===== src/rtl/alu_booth_mul24.sv =====
`default_nettype none
// ============================================================================
//  Module   : alu_booth_mul24 (with helper RippleCarryAdder24)
//  Purpose  : Sequential radix-2 Booth multiplier for the 24-bit signed ALU
//             datapath. One 25-bit add/subtract per clock through a single
//             ripple-carry adder, followed by an arithmetic right shift of
//             {ACC,Q,Qm1}. 24 iterations yield a 48-bit signed product.
//  Ports    : clk      - rising-edge clock
//             rst      - asynchronous active-high reset
//             start    - request, honoured only in IDLE or DONE
//             a, b     - signed multiplicand / multiplier (24 bit)
//             busy     - high while iterating (RUN)
//             done     - one-cycle pulse when product is valid (DONE)
//             product  - 48-bit signed result, held until next accepted start
//             ovf      - product does not fit 24-bit signed
//                        (present only when ALU_MUL_OVF_EN is defined)
//  Config   : ALU_MUL_OVF_EN - adds the registered ovf output
//  Revision : 1.0 - initial release
// ============================================================================

// 25-bit ripple-carry adder sized for the sign-extended accumulator.
// Carry out is not exposed: the Booth accumulator never needs it.
module RippleCarryAdder24 (
  input  logic [24:0] a,
  input  logic [24:0] b,
  input  logic        cin,
  output logic [24:0] sum
);

  logic carry;

  always_comb begin
    sum   = '0;
    carry = cin;
    for (int i = 0; i < 25; i++) begin
      sum[i] = a[i] ^ b[i] ^ carry;
      carry  = (a[i] & b[i]) | (carry & (a[i] ^ b[i]));
    end
  end

endmodule

module alu_booth_mul24 (
  input  logic        clk,
  input  logic        rst,
  input  logic        start,
  input  logic [23:0] a,
  input  logic [23:0] b,
  output logic        busy,
  output logic        done,
  output logic [47:0] product
`ifdef ALU_MUL_OVF_EN
  ,
  output logic        ovf
`endif
);

  typedef enum logic [1:0] {
    IDLE = 2'd0,
    RUN  = 2'd1,
    DONE = 2'd2
  } state_t;

  state_t      state;
  state_t      state_next;

  logic [24:0] m;
  logic [24:0] acc;
  logic [23:0] q;
  logic        qm1;
  logic [4:0]  cnt;

  logic [24:0] add_b;
  logic        add_cin;
  logic [24:0] sum;
  logic        accept;
  logic        last_iter;
  logic [47:0] product_next;

  assign accept    = start && ((state == IDLE) || (state == DONE));
  assign last_iter = (state == RUN) && (cnt == 5'd23);

  // Final shifted {ACC[23:0],Q}: after the last shift ACC[23:0] = S[24:1]
  // and Q = {S[0],Q[23:1]}, so the product is simply {S, Q[23:1]}.
  assign product_next = {sum, q[23:1]};

  // Booth recoding of {Q[0],Qm1}: 01 adds M, 10 subtracts M (two's
  // complement via ~M with carry-in), 00/11 pass ACC through unchanged.
  always_comb begin
    add_b   = '0;
    add_cin = 1'b0;
    if (state == RUN) begin
      case ({q[0], qm1})
        2'b01:   add_b = m;
        2'b10: begin
          add_b   = ~m;
          add_cin = 1'b1;
        end
        default: add_b = '0;
      endcase
    end
  end

  RippleCarryAdder24 u_adder (
    .a   (acc),
    .b   (add_b),
    .cin (add_cin),
    .sum (sum)
  );

  always_ff @(posedge clk or posedge rst) begin
    if (rst) begin
      state <= IDLE;
    end else begin
      state <= state_next;
    end
  end

  always_comb begin
    state_next = state;
    case (state)
      IDLE:    if (start) state_next = RUN;
      RUN:     if (cnt == 5'd23) state_next = DONE;
      DONE:    state_next = start ? RUN : IDLE;
      default: state_next = IDLE;
    endcase
  end

  always_ff @(posedge clk or posedge rst) begin
    if (rst) begin
      m       <= '0;
      acc     <= '0;
      q       <= '0;
      qm1     <= 1'b0;
      cnt     <= '0;
      product <= '0;
    end else if (accept) begin
      m   <= {a[23], a};
      acc <= '0;
      q   <= b;
      qm1 <= 1'b0;
      cnt <= '0;
    end else if (state == RUN) begin
      acc <= {sum[24], sum[24:1]};
      q   <= {sum[0], q[23:1]};
      qm1 <= q[0];
      cnt <= cnt + 5'd1;
      if (last_iter) begin
        product <= product_next;
      end
    end
  end

`ifdef ALU_MUL_OVF_EN
  // The product fits 24-bit signed only when bits 47..23 are all copies of
  // the sign bit.
  logic [24:0] upper_bits;
  assign upper_bits = product_next[47:23];

  always_ff @(posedge clk or posedge rst) begin
    if (rst) begin
      ovf <= 1'b0;
    end else if (last_iter) begin
      ovf <= ~((&upper_bits) | (~|upper_bits));
    end
  end
`endif

  assign busy = (state == RUN);
  assign done = (state == DONE);

endmodule
`default_nettype wire


===== config.mk =====
export PLATFORM = sky130hd
export DESIGN_NAME = alu_booth_mul24
export DESIGN_NICKNAME = d
export VERILOG_FILES = /design/src/rtl/alu_booth_mul24.sv
export SDC_FILE = /design/constraint.sdc
export NUM_CORES = 1
export LEC_CHECK = 0
export BUFFER_PORTS_ARGS = -buffer_cell sky130_fd_sc_hd__clkbuf_2
export CAP_MARGIN = 20
export CORE_MARGIN = 3
export CORE_UTILIZATION = 29
export CTS_CLUSTER_DIAMETER = 200
export CTS_CLUSTER_SIZE = 25
export DETAILED_ROUTE_END_ITERATION = 8
export PLACE_DENSITY = 0.6
export SLEW_MARGIN = 10
export SYNTH_ARGS = -nofsm -noshare
export SYNTH_HDL_FRONTEND = slang
export SYNTH_HIERARCHICAL = 1
export SYNTH_SLANG_ARGS = --single-unit

===== constraint.sdc =====
create_clock -name clk -period 10 [get_ports clk]
set_clock_uncertainty 0.1 [all_clocks]
set_input_delay 2 -clock clk [delete_from_list [all_inputs] [get_ports clk]]
set_output_delay 2 -clock clk [all_outputs]
set_load 0.05 [all_outputs]

==> flow_metrics.py <==
metrics = {
    "logic_synthesis": {
        "ys_ff_latch": 128,
        "syn-instance-count": 522,
        "syn_area_per_cell_sq_um": 11.42,
        "ys_types": 30,
        "synth_nets": 598,
        "seq_area_frac_synth_pct": 53.74,
        "syn_area_sq_mm": 0.005961,
        "yosysWarnings": 6,
    },
    "sta": {
        "hold_viol_final": 0,
        "drv_slew": 0,
        "finalCritPeriodShare_pct": 97.20,
        "fmax_ghz": 0.1029,
        "slew-limit-headroom_pct": 35.84,
        "min_period_ps": 9720,
        "setup_viol": 0,
        "rsz0062_at_grt": "no",
        "max_slew.worst_pin.slew_ps": 962.4,
        "whs_ps": 386.2,
        "setup_tns_ps": 0,
    },
    "pwr": {
        "p_clk_share_pct": 18.4,
        "leakage_nw": 3.584,
        "ir_drop_mv": 0.1662,
        "comb_power_share_pct": 49.8,
        "power.density_mw_per_mm2": 415.1,
        "power_frac_seq_pct": 31.8,
        "p_switching_w": 0.001298,
        "p_int_w": 0.001729,
        "swShare_pct": 42.88,
    },
    "setup_path": {
        "crit_arrival_ps": 9920,
        "critical_path_class": "reg2reg",
        "critPathMaxStageDelay_ps": 390,
        "critical-path-slowest-cell": "dfrtp_1",
        "required_ps": 10200,
        "cp-end-kind": "flop",
        "crit_fanout": 9,
        "startpoint_type": "flop",
        "reg2reg_depth": 31,
        "crit_top_cell": "fa_2",
    },
    "drt": {
        "detail-route-antenna-nets": 0,
        "drt-total-wl_microns": 13960,
        "viasPerCell": 4.652,
        "drt_pre_antenna_iters": 4,
        "drtIter0Drc": 188,
        "wl_per_cell_microns": 15.72,
        "drc": 0,
        "via_count": 4131,
    },
    "clocking": {
        "clock_latency_ps": 410,
        "cts_root_buf": "clkbuf_16",
        "cts_setup_buffers": 0,
        "htree_levels": 4,
        "postCtsHoldBufs": 0,
        "clock_sinks": 128,
        "cts_made_buffers": 17,
        "clockBufferDepth": 2,
        "clkTransAtPathRegs_ps": 60,
        "cts_resized": 0,
        "cts_tree": "done",
    },
    "finish": {
        "regArea_sq_mm": 0.003203,
        "nets": 689,
        "drive_gt1_share_pct": 33.07,
        "area_delta_synth_final_pct": 22.33,
        "final_util_pct": 36.74,
        "instances_no_fill": 888,
        "fill_cells": 1963,
        "diodes": 0,
        "multi_input_area_sq_mm": 0.002608,
    },
    "global_routing": {
        "grt_pass1_vias": 4367,
        "grt_pass1_wl_microns": 23400,
        "grt-ovfl-total": 0,
        "antenna_found_initial": 0,
        "grt_max_degree": 74,
        "grtUsageTotal_pct": 13.38,
    },
    "die": {
        "die-area_sq_mm": 0.02231,
        "die_y_microns": 149.4,
        "die_w_microns": 149.4,
        "core_sq_mm": 0.01985,
        "initial_utilization_pct": 30.04,
        "ios": 101,
        "placementRows": 51,
    },
    "placed_design": {
        "dp.cells": 859,
        "routabilityCongestion": 0.7048,
        "dpl.hpwl_microns": 9128,
        "portBuffers": 100,
    },
    "outcome": {
        "status": "finished, final reports clean",
    },
    "hold_path": {
        "min_path_type": "reg2reg",
        "hold_depth": 1,
    },
    "flow_run": {
        "cap_violations": 0,
    },
}
-- routing by layer --
layer	vias up	GRT usage [%]	wire length (microns)
li1	1948	-	-
met1	2079	17.95	6524
met2	88	21.06	6652
met3	16	3.737	586
met4	0	4.302	197
met5	-	0	0
-- cell usage after synthesis --
library cell	instances	area [sq um]
nand4_1	2	12.51
xor3_1	1	23.77
buf_6	2	22.52
nand3_1	24	120.1
nor2_4	2	22.52
buf_1	2	7.510
nand2_1	116	435.4
inv_2	1	3.750
nand2b_2	1	8.760
ha_1	1	12.51
mux2i_1	10	100.1
mux2_1	9	101.4
clkbuf_1	21	78.83
dfrtp_1	128	3203
buf_2	12	60.06
nand2b_1	1	6.260
xnor2_1	1	8.760
a21oi_1	16	80.08
xor2_1	1	8.760
nand3b_1	17	127.6
nor2b_1	4	25.02
fa_1	24	480.5
inv_1	6	22.52
nor2_1	26	97.59
buf_4	3	22.52
nand4b_2	1	15.01
a22o_1	26	227.7
a22oi_1	24	180.2
mux2_2	39	439.2
and2_1	1	6.260
-- path summary, 6_finish.rpt --
check / start / to / slack (ps)
worst max-delay path: q[0] / product[47] / 280
max in group asynchronous: rst / acc[1] / 6760
worst max register to register: q[0] / product[47] / 280
worst min-delay path: product[2] / product[2] / 390
min in group asynchronous: rst / m[19] / 1580
worst min register to register: product[2] / product[2] / 390
-- cells by family after synthesis --
logic type / count (synthesis) / synth area share (%)
DFF: 128 / 53.74
xor gates and xnor gates: 3 / 0.6927
and+or+nand+nor: 195 / 14.71
muxes: 58 / 10.75
buffers and inverters: 47 / 3.652
adders and majority gates: 25 / 8.270
AOI/OAI and AO/OA: 66 / 8.186
-- cell usage in the layout, fill, tap and decap left out, types with 6 or more instances in the layout --
cell type,Yosys,routed
a21oi_1,16,16
a22o_1,26,26
a22oi_1,24,24
buf_4,3,11
clkbuf_16,0,17
clkbuf_2,0,100
clkinv_2,0,6
dfrtp_1,128,128
fa_2,0,21
mux2_1,9,9
mux2_2,39,39
mux2i_1,10,10
nand2_1,116,116
nand3_1,24,24
nand3b_1,17,17
nor2_1,26,26
-- metrics by stage --
stage / setup slack (ps) / cell area [sq um] / power (W)
floorplan: 34.42 / 6026 / 0.002098
global placement: 187.9 / 6744 / 0.002449
detailed placement: 86.98 / 6764 / 0.002489
CTS: 68.40 / 7282 / 0.003070
global route: 41.08 / 7292 / 0.003283
finish: 279.9 / 7292 / 0.003027
-- worst max-delay path: cells and delay by family, from the launching register on --
kind,cells,cell delay (ps)
AOI/OAI and AO/OA,1,80
xor gates and xnor gates,1,210
adders and majority gates,24,8200
buffers and inverters,3,300
DFF,1,390
muxes,1,270
and+or+nand+nor,1,50
-- power by group through the flow --
stage	combinational [W]	sequential [W]	clock, W
2_1_floorplan	0.000883	0.00122	0
3_3_place_gp	0.00148	0.000965	0
3_5_place_dp	0.00152	0.000968	0
4_1_cts	0.00153	0.000965	0.000577
5_1_grt	0.00168	0.000999	0.000603
6_report	0.00151	0.000963	0.000558
-- final cells by class --
class                           instances  share of cell area (%)
Clock buffer                           21                   6.177
Clock inverter                          8                  0.9266
Inverter                                7                  0.3946
Multi-Input combinational cell        347                   35.76
Sequential cell                       128                   43.93
Tap cell                              265                   4.547
Timing Repair Buffer                  112                   8.270
-- sequential cells by signal, summed over array words and instances, names as in the netlist --
signal   cells
cnt          5
q           24
qm1          1
state        2
product     48
m           24
acc         24
No activity file was read; power rests on OpenSTA's default activity.
